--- src/rtl/ins_mem_loader.sv ---
// ----------------------------------------------------------------------------
// ins_mem_loader
//   Bulk writer for the byte-wide instruction memory. It takes a stream of
//   program words over a valid/ready handshake and writes them to consecutive
//   addresses starting at 0. It then reads every word back and compares a
//   16-bit additive checksum of the readback against the checksum accumulated
//   during the load.
//
// Ports
//   clock, reset     system clock; synchronous active-high reset
//   start, length    one-cycle load request and word count (sampled in IDLE)
//   in_valid/in_data incoming program words
//   in_ready         loader accepts in_data this cycle (LOAD only)
//   mem_writeEn      memory write strobe
//   mem_address      memory address (write address in LOAD, read in VERIFY)
//   mem_dataOut      memory write data
//   mem_dataIn       memory read data, one cycle after the address
//   busy             high during LOAD and VERIFY
//   done             one-cycle completion pulse
//   error, checksum  result; valid with done, held until the next start
// ----------------------------------------------------------------------------
module ins_mem_loader #(
  parameter int WIDTH      = 8,
  parameter int DEPTH      = 256,
  parameter int ADDR_WIDTH = $clog2(DEPTH)
) (
  input  logic                  clock,
  input  logic                  reset,
  input  logic                  start,
  input  logic [ADDR_WIDTH:0]   length,
  input  logic                  in_valid,
  input  logic [WIDTH-1:0]      in_data,
  output logic                  in_ready,
  output logic                  mem_writeEn,
  output logic [ADDR_WIDTH-1:0] mem_address,
  output logic [WIDTH-1:0]      mem_dataOut,
  input  logic [WIDTH-1:0]      mem_dataIn,
  output logic                  busy,
  output logic                  done,
  output logic                  error,
  output logic [15:0]           checksum
);

  localparam logic [1:0] S_IDLE   = 2'd0;
  localparam logic [1:0] S_LOAD   = 2'd1;
  localparam logic [1:0] S_VERIFY = 2'd2;
  localparam logic [1:0] S_DONE   = 2'd3;

  localparam logic [ADDR_WIDTH:0] CNT_ONE = (ADDR_WIDTH+1)'(1);
  localparam logic [ADDR_WIDTH:0] DEPTH_L = (ADDR_WIDTH+1)'(DEPTH);

  logic [1:0]          r_state;
  logic [ADDR_WIDTH:0] r_len;
  logic [ADDR_WIDTH:0] r_wr_cnt;   // one bit wider than the address: counts up to DEPTH
  logic [ADDR_WIDTH:0] r_rd_cnt;
  logic                r_pipe;     // a read address was issued last cycle
  logic [15:0]         r_load_sum;
  logic [15:0]         r_read_sum;
  logic                r_error;
  logic [15:0]         r_checksum;

  logic        w_in_load;
  logic        w_in_verify;
  logic        w_accept;
  logic [15:0] w_data_ext;
  logic [15:0] w_rd_ext;
  logic [15:0] w_read_sum_nxt;

  assign w_in_load   = (r_state == S_LOAD);
  assign w_in_verify = (r_state == S_VERIFY);
  assign w_accept    = in_valid & w_in_load;
  assign w_data_ext  = 16'(in_data);
  assign w_rd_ext    = 16'(mem_dataIn);

  // The readback sum including the sample arriving this cycle; used both as
  // the next read_sum and for the final compare on the VERIFY->DONE edge.
  assign w_read_sum_nxt = r_pipe ? (r_read_sum + w_rd_ext) : r_read_sum;

  assign in_ready    = w_in_load;
  assign mem_writeEn = w_accept;
  assign mem_dataOut = w_in_load ? in_data : '0;
  assign busy        = w_in_load | w_in_verify;
  assign done        = (r_state == S_DONE);
  assign error       = r_error;
  assign checksum    = r_checksum;

  // NOTE: every output of a combinational block gets a default first so no
  // path leaves it unassigned, which would infer a latch.
  always_comb begin
    mem_address = '0;
    if (w_in_load) begin
      mem_address = r_wr_cnt[ADDR_WIDTH-1:0];
    end else if (w_in_verify) begin
      mem_address = r_rd_cnt[ADDR_WIDTH-1:0];
    end
  end

  // NOTE: state registers use non-blocking assignments so all of them update
  // together from the pre-edge values, independent of statement order.
  always_ff @(posedge clock) begin
    if (reset) begin
      r_state    <= S_IDLE;
      r_len      <= '0;
      r_wr_cnt   <= '0;
      r_rd_cnt   <= '0;
      r_pipe     <= 1'b0;
      r_load_sum <= '0;
      r_read_sum <= '0;
      r_error    <= 1'b0;
      r_checksum <= '0;
    end else begin
      case (r_state)
        S_IDLE: begin
          if (start) begin
            r_wr_cnt   <= '0;
            r_rd_cnt   <= '0;
            r_pipe     <= 1'b0;
            r_load_sum <= '0;
            r_read_sum <= '0;
            r_checksum <= '0;
            if (length == '0) begin
              r_error <= 1'b0;
              r_state <= S_DONE;
            end else if (length > DEPTH_L) begin
              // Oversized request: report it without touching memory.
              r_error <= 1'b1;
              r_state <= S_DONE;
            end else begin
              r_len   <= length;
              r_error <= 1'b0;
              r_state <= S_LOAD;
            end
          end
        end

        S_LOAD: begin
          if (w_accept) begin
            r_wr_cnt   <= r_wr_cnt + CNT_ONE;
            r_load_sum <= r_load_sum + w_data_ext;
            if (r_wr_cnt == r_len - CNT_ONE) begin
              r_rd_cnt <= '0;
              r_pipe   <= 1'b0;
              r_state  <= S_VERIFY;
            end
          end
        end

        S_VERIFY: begin
          // Cycles 0..L-1 issue addresses; cycle L only collects the last
          // sample, so VERIFY spans L+1 cycles.
          r_read_sum <= w_read_sum_nxt;
          r_pipe     <= (r_rd_cnt < r_len);
          if (r_rd_cnt == r_len) begin
            r_error    <= (r_load_sum != w_read_sum_nxt);
            r_checksum <= r_load_sum;
            r_state    <= S_DONE;
          end else begin
            r_rd_cnt <= r_rd_cnt + CNT_ONE;
          end
        end

        S_DONE: begin
          r_state <= S_IDLE;
        end

        default: begin
          r_state <= S_IDLE;
        end
      endcase
    end
  end

endmodule

--- config.mk ---
export PLATFORM = sky130hd
export DESIGN_NAME = ins_mem_loader
export DESIGN_NICKNAME = d
export VERILOG_FILES = /design/src/rtl/ins_mem_loader.sv
export SDC_FILE = /design/constraint.sdc
export NUM_CORES = 1
export LEC_CHECK = 0
export CORE_AREA = 2 2 86 171
export CTS_BUF_LIST = sky130_fd_sc_hd__clkbuf_2 sky130_fd_sc_hd__clkbuf_4 sky130_fd_sc_hd__clkbuf_8
export DETAILED_ROUTE_END_ITERATION = 8
export DIE_AREA = 0 0 88 173
export HOLD_SLACK_MARGIN = 0.12
export PLACE_DENSITY_LB_ADDON = 0.12
export SYNTH_ARGS = -nofsm -noshare
export SYNTH_HDL_FRONTEND = slang
export SYNTH_SLANG_ARGS = --single-unit
--- constraint.sdc ---
create_clock -name clock -period 6.2 [get_ports clock]
set_clock_uncertainty 0.15 [all_clocks]
set_input_delay 0.93 -clock clock [delete_from_list [all_inputs] [get_ports clock]]
set_output_delay 0.93 -clock clock [all_outputs]
set_load 0.01 [all_outputs]
---- Word level (Yosys, flattened, before mapping) ----
Index checks and enable logic that the tools add are counted.
cells by class
  $lt $le $gt $ge ......................... 2
  bitwise operators ....................... 4
  equality and inequality tests ........... 11
  reduce and logical (&&, ||, !) cells .... 12
  add/sub/neg operators ................... 5
  multiplexer cells ....................... 33
operator list
  cell                                                                 count
  16-bit one-hot mux with 2 select lines                               3
  16-bit 2-to-1 mux                                                    4
  9-bit 2-to-1 mux                                                     5
  16-bit by 8-bit adder with 16-bit output                             2
  9-bit one-hot mux with 3 select lines                                1
  8-bit 2-to-1 mux                                                     3
  9-bit by 1-bit adder with 9-bit output (second input constant)       2
  9-bit equality test                                                  2
  9-bit one-hot mux with 2 select lines                                1
  16-bit != test                                                       1
  2-bit 2-to-1 mux                                                     6
  4-bit AND reduction                                                  3
  9-bit greater-than comparator (second input constant)                1
  9-bit logical NOT                                                    1
  9-bit < comparator                                                   1
  9-bit by 1-bit subtractor with 9-bit output (second input constant)  1
  2-bit one-hot mux with 4 select lines                                1
  1-bit 2-to-1 mux                                                     7
  2-bit != test (second input constant)                                3
  3-bit AND reduction                                                  2
  5-bit AND reduction                                                  1
  2-bit equality test (second input constant)                          2
  2-bit by 1-bit != test with 1-bit output (second input constant)     2
  2-bit nonzero test                                                   2
  9 further kinds                                                      10
word-level totals
  logic and storage cells ................. 76
  register bits after elaboration ......... 79
  output and inout bits ................... 37

---- Depth between registers and ports, before layout ----
Gate-level depths: netlist (run 1).
  depth after elaboration ................. 5
  depth in mapped cells ................... 12

---- Least setup slack after synthesis (run 1) ----
Ideal clock, no wire load.
  path kind ............................... input to register
  start ................................... input port mem_dataIn[0]
  end ..................................... register r_error (netlist: error)
  data arrival time ....................... 3287 ps
  stages on the path ...................... 10
  buffers on the path ..................... 0
  setup slack ............................. 2631 ps
  required time ........................... 5918 ps
  library setup time ...................... 132 ps
  cell sequence ........................... ha_1 inv_1 fa_1 nand2b_1 a21oi_1 o2111a_1 xnor2_1 or4_1 a2111oi_0 a31oi_1
between the ends
  cells in the longest elaborated chain, start to end .. 5
RTL lines
  element                                   RTL line  source
  start: declaration                        37        input logic [WIDTH-1:0] mem_dataIn,
  16-bit by 8-bit adder with 16-bit output  77        assign w_read_sum_nxt = r_pipe ? (r_read_sum + w_rd_ext) : r_read_sum;
  16-bit 2-to-1 mux                         77
  16-bit != test                            154       r_error <= (r_load_sum != w_read_sum_nxt);
  1-bit 2-to-1 mux                          153       if (r_rd_cnt == r_len) begin
  1-bit one-hot mux with 2 select lines     112       case (r_state)
  end signal: assignment                    154
  end: declaration                          59        logic r_error;
No other way between the ends. The select of a mux whose other input is x is not followed.
A chain may end at the register's enable or synchronous reset.

---- Final worst setup path (run 1) ----
Ends and elaborated chain as after synthesis.

==> results of run 1 <==
==> routing by layer <==
| layer | wire, um | share of wire | GRT usage |
|---|---|---|---|
| met3 | 578 | 0.032 | 0.0301 |
| met1 | 6420 | 0.36 | 0.242 |
| met4 | 966 | 0.054 | 0.141 |
| met5 | 0 | 0 | 0 |
| met2 | 9920 | 0.55 | 0.452 |
==> synthesized netlist by cell type (3+ instances only) <==
cell type	instances	share of area
dfxtp_1	79	0.29
nor2_1	77	0.053
inv_1	31	0.021
nand3_1	18	0.017
or4_1	4	0.0055
nor3_1	17	0.016
and4_1	5	0.0080
a21o_1	7	0.0096
clkbuf_1	32	0.022
and3_1	9	0.010
mux2i_1	8	0.015
nor3b_1	3	0.0041
xor2_1	15	0.024
ha_1	33	0.076
xnor2_1	35	0.056
or3_2	3	0.0041
o21bai_1	3	0.0041
o21ai_0	36	0.033
o211ai_1	7	0.0096
o21a_1	5	0.0069
mux2_2	7	0.014
a21oi_1	44	0.040
or3_1	9	0.010
nand2_1	69	0.047
nor2b_1	7	0.0080
a31oi_1	5	0.0057
nand4_1	15	0.017
nor4_1	10	0.011
a211oi_1	4	0.0055
and2_1	10	0.011
nand2b_1	11	0.013
a22oi_1	34	0.047
a2111oi_0	5	0.0080
==> how the worst max path moves through the flow <==
stage,from,endpoint,depth (start not counted)
after floorplan,mem_dataIn[0],error$_SDFFE_PP0P_,10
after global placement,mem_dataIn[0],error$_SDFFE_PP0P_,11
after detailed placement,mem_dataIn[0],error$_SDFFE_PP0P_,11
after CTS,mem_dataIn[0],error$_SDFFE_PP0P_,11
after global routing,mem_dataIn[0],error$_SDFFE_PP0P_,11
final,mem_dataIn[0],error$_SDFFE_PP0P_,11
==> sequential cells by signal, summed over array words and instances (netlist names) <==
signal	cells
r_read_sum	16
r_len	9
r_wr_cnt	9
r_pipe	1
checksum	16
r_rd_cnt	9
r_load_sum	16
r_state	2
error	1
==> layout make-up <==
type	instances	area (sq um)
fill	1385	7380
timing repair buffer	75	721
tap	189	236
inverter	32	120
multi-input combinational	551	3570
clock inverter	6	86.3
clock buffer	9	124
sequential	79	1580
==> critical path, cell delays in order <==
cell	delay, ns
clkdlybuf4s50_1	0.46
ha_1	0.18
inv_1	0.06
fa_1	0.40
nand2b_1	0.20
a21oi_1	0.52
o211ai_1	0.26
xnor2_1	0.21
or4_1	0.51
a2111oi_0	0.38
a31oi_1	0.14
==> layout by cell type (no fill, tap or decap), types with 7 or more instances in the layout <==
cell type,n
or3_1,9
a22oi_1,34
o211ai_1,7
nor2b_1,7
a21o_1,7
nor3_1,17
mux2i_1,8
buf_4,10
xnor2_1,35
nand4_1,15
o21ai_0,36
and3_1,9
nand3_1,18
xor2_1,15
nor4_1,10
mux2_2,7
clkdlybuf4s50_1,64
nor2_1,77
ha_1,33
a21oi_1,44
inv_1,31
nand2b_1,11
dfxtp_1,79
clkbuf_8,9
nand2_1,69
and2_1,10
==> power breakdown <==
| group | internal [mW] | total, mW | leakage [nW] | switching [mW] |
|---|---|---|---|---|
| clock network | 0.224 | 0.428 | 0.105 | 0.204 |
| logic | 0.296 | 0.841 | 1.61 | 0.545 |
| registers | 0.533 | 0.573 | 0.638 | 0.0406 |
| total | 1.05 | 1.84 | 2.36 | 0.789 |
==> stage by stage <==
step	utilization	setup WS, ns	cell area, sq um	instances	hold slack (ns)
2_1_floorplan	-	2.63	5460	700	0.296
6_report	0.466	2.00	6430	941	0.350
4_1_cts	0.466	2.02	6430	941	0.350
3_3_place_gp	0.451	1.78	6220	926	0.322
3_5_place_dp	0.451	1.66	6220	926	0.335
5_1_grt	0.466	1.80	6430	941	0.364
==> cell families (layout without fill, tap and decap cells) <==
logic type | count (synthesis) | count (layout) | share of synthesized area
and+or+nand+nor | 276 | 276 | 0.253
adders and majority gates | 35 | 35 | 0.0830
buffers and inverters | 70 | 122 | 0.0569
xor gates and xnor gates | 50 | 50 | 0.0802
AOI/OAI and AO/OA | 175 | 175 | 0.208
DFF | 79 | 79 | 0.290
muxes | 15 | 15 | 0.0291
==> flow_summary.json, run 1 <==
{
  "setup_tns_ns": 0,
  "post_cts_resized": 0,
  "h-tree-depth": 3,
  "dr.first_iter.drc_count": 283,
  "wl_per_cell_um": 19.0,
  "antenna_cells": 0,
  "leakagePower_nw": 2.36,
  "finalSetupViolCount": 0,
  "grt_pass1_wl_mm": 28.1,
  "dr.pass1.iters": 5,
  "finalMaxSlewViolations": 0,
  "synthArstFlopShare": 0,
  "power.density_nw_per_um2": 286,
  "finalCritPeriodShare": 0.677,
  "remaining_drc_errors": 0,
  "drt_wl_total_mm": 17.9,
  "worst_slew_pin_slew_ns": 0.826,
  "ctsRootBufferMaster": "clkbuf_8",
  "start_kind": "input port",
  "avgViaCountPerCell": 5.71,
  "die-area_sq_um": 15200,
  "nNetsFinal": 812,
  "synth_nets": 764,
  "clk_path_buf_depth": 2,
  "avgSynthCellArea_sq_um": 7.80,
  "area_growth_pct": 17.9,
  "rsz0062_at_grt": "no",
  "die-height_um": 173,
  "cts_sinks": 79,
  "drive_above_1_share": 0.0598,
  "worst_setup_path_end_kind": "flop",
  "io_buffers": 65,
  "ant_nets": 0,
  "rows": 61,
  "hold_depth": 2,
  "p_total_mw": 1.84,
  "routabilityCongestion": 0.936,
  "grt_use_total": 0.242,
  "numCtsBuffers": 9,
  "rr_startpoint": "r_state[0]$_SDFFE_PP0P_",
  "synth_cell_type_count": 65,
  "grt_pass1_vias": 5391,
  "maxCapViolations": 0,
  "ys_seq_area_frac": 0.290,
  "r2r-end": "error$_SDFFE_PP0P_",
  "ff2ff_path_depth": 12,
  "arrival_ns": 4.26,
  "critPathKind": "input port to flop",
  "clk_latency_ns": 0.36,
  "grt_antenna_before_repair": 0,
  "cts_tree": "done",
  "post_cts_buffers": 0,
  "hold_buffers": 0,
  "synth_warnings": 0,
  "io_pins": 66,
  "relSlewSlack": 0.449,
  "clk_pin_slew_ns": 0.09,
  "min_from": "r_read_sum[4]$_SDFFE_PP0P_",
  "syn_area_sq_um": 5460,
  "vias": 5376,
  "cp.required_ns": 6.27,
  "period_needed_ns": 4.20,
  "coreArea_sq_um": 13800,
  "start_util": 0.395,
  "hold_viol": 0,
  "fmax_mhz": 238,
  "min_path_type": "flop to flop",
  "die_w_um": 88,
  "synth_edf_count": 0,
  "overflow": 0,
  "vdd_drop_max_uv": 122,
  "grt_max_degree": 58,
  "hpwl_mm": 13.7,
  "worst-path-max-fanout": 8,
  "postSynthCellCount": 700,
  "r2r_setup_slack_ns": 2.44,
  "ys.flop_type": "dfxtp_1",
  "status": "completed",
  "min_to": "r_read_sum[4]$_SDFFE_PP0P_",
  "synth_seq_cells": 79
}
(Power assumes the default switching activity.)
==> run 2: changes to the inputs <==
==> constraint.sdc (replaced) <==
create_clock -name clock -period 4.04 [get_ports clock]
set_clock_uncertainty 0.15 [all_clocks]
set_input_delay 0.606 -clock clock [delete_from_list [all_inputs] [get_ports clock]]
set_output_delay 0.606 -clock clock [all_outputs]
set_load 0.01 [all_outputs]
==> flow_summary.json, run 2 (synthesized netlist as in run 1, its figures left out) <==
{
  "grt_max_degree": 57,
  "ant_nets": 0,
  "clk_path_buf_depth": 2,
  "internal_power_mw": 1.59,
  "post_cts_resized": 0,
  "start_kind": "input port",
  "numCtsBuffers": 9,
  "status": "completed",
  "die-height_um": 173,
  "worst-path-max-fanout": 8,
  "seq_power_share": 0.315,
  "wl_per_cell_um": 18.4,
  "drive_above_1_share": 0.0722,
  "vias": 5373,
  "setup_tns_ns": 0,
  "fmax_mhz": 273,
  "clk_pin_slew_ns": 0.09,
  "worst_slew_pin_slew_ns": 0.761,
  "maxCapViolations": 0,
  "post_cts_buffers": 0,
  "start_util": 0.395,
  "grt_pass1_wl_mm": 27.5,
  "clkPwrFrac": 0.222,
  "routabilityCongestion": 0.915,
  "power.density_nw_per_um2": 429,
  "finalMaxSlewViolations": 0,
  "cts_sinks": 79,
  "period_needed_ns": 3.66,
  "swShare": 0.429,
  "finalCritPeriodShare": 0.906,
  "grt_antenna_before_repair": 0,
  "leakagePower_nw": 2.39,
  "die_w_um": 88,
  "critPathKind": "input port to flop",
  "min_path_type": "flop to flop",
  "cp.required_ns": 4.12,
  "hold_buffers": 0,
  "arrival_ns": 3.74,
  "hpwl_mm": 13.5,
  "place_inst": 935,
  "switchingPower_mw": 1.20,
  "worst_setup_path_end_kind": "flop",
  "vdd_drop_max_uv": 220,
  "p_total_mw": 2.79,
  "rows": 61,
  "relSlewSlack": 0.489,
  "power_frac_comb": 0.463,
  "dr.pass1.iters": 5,
  "avgViaCountPerCell": 5.65,
  "fillerInstances": 1430,
  "grt_pass1_vias": 5390,
  "rsz0062_at_grt": "no",
  "finalSetupViolCount": 0,
  "dr.first_iter.drc_count": 238,
  "overflow": 0,
  "mostFrequentLayoutCell": "dfxtp_1",
  "grt_use_total": 0.235,
  "io_pins": 66,
  "die-area_sq_um": 15200,
  "area_growth_pct": 18.9,
  "layout_common_cells": "79 x dfxtp_1, 77 x nor2_1, 69 x nand2_1",
  "nNetsFinal": 821,
  "coreArea_sq_um": 13800,
  "final_cells": 951,
  "io_buffers": 65,
  "h-tree-depth": 3,
  "cts_tree": "done",
  "clk_latency_ns": 0.37,
  "hold_viol": 0,
  "ctsRootBufferMaster": "clkbuf_8",
  "remaining_drc_errors": 0,
  "drt_wl_total_mm": 17.5,
  "antenna_cells": 0
}
[run 2: final timing paths]
kind	from	end	slack, ns	depth (start not counted)
setup / recovery	mem_dataIn[0]	error$_SDFFE_PP0P_	0.38	11
setup reg to reg	r_read_sum[0]$_SDFFE_PP0P_	error$_SDFFE_PP0P_	0.70	10
hold reg to reg	r_read_sum[4]$_SDFFE_PP0P_	r_read_sum[4]$_SDFFE_PP0P_	0.33	2
hold / removal	r_read_sum[4]$_SDFFE_PP0P_	r_read_sum[4]$_SDFFE_PP0P_	0.33	2
[run 2: critical path: stages]
cell             delay (ns)
clkdlybuf4s50_1        0.46
ha_1                   0.16
inv_1                  0.05
fa_1                   0.39
nand2b_1               0.18
a21oi_1                0.48
o211ai_1               0.25
xnor2_1                0.20
or4_1                  0.51
a2111oi_0              0.32
a31oi_1                0.13
[run 2: routing by layer]
layer,vias to the layer above,share of wire,track usage
li1,2629,-,-
met1,2549,0.36,0.235
met2,149,0.56,0.445
met3,46,0.031,0.0339
met4,0,0.047,0.119
met5,-,0,0
[run 2: final cells by class]
type / instances / area [sq um] / area share
Clock buffer: 11 / 139 / 0.0214
Clock inverter: 5 / 58.8 / 0.00906
Inverter: 32 / 120 / 0.0185
Multi-Input combinational cell: 551 / 3570 / 0.549
Sequential cell: 79 / 1580 / 0.244
Tap cell: 189 / 236 / 0.0364
Timing Repair Buffer: 84 / 788 / 0.121
[run 2: through the flow]
step | setup WS (ns) | instance area (sq um) | util | hold slack [ns]
global placement | 0.0780 | 6290 | 0.455 | 0.319
detailed placement | 0.0500 | 6290 | 0.455 | 0.321
finish | 0.381 | 6490 | 0.470 | 0.330
global route | 0.150 | 6490 | 0.470 | 0.378
floorplan | 0.795 | 5460 | - | 0.296
CTS | 0.401 | 6490 | 0.470 | 0.334
[run 2: power by group through the flow]
stage,combinational [mW],sequential (mW),clock (mW)
2_1_floorplan,0.832,0.870,0
5_1_grt,1.40,0.884,0.668
4_1_cts,1.29,0.877,0.635
3_3_place_gp,1.28,0.895,0
3_5_place_dp,1.29,0.895,0
6_report,1.29,0.878,0.618
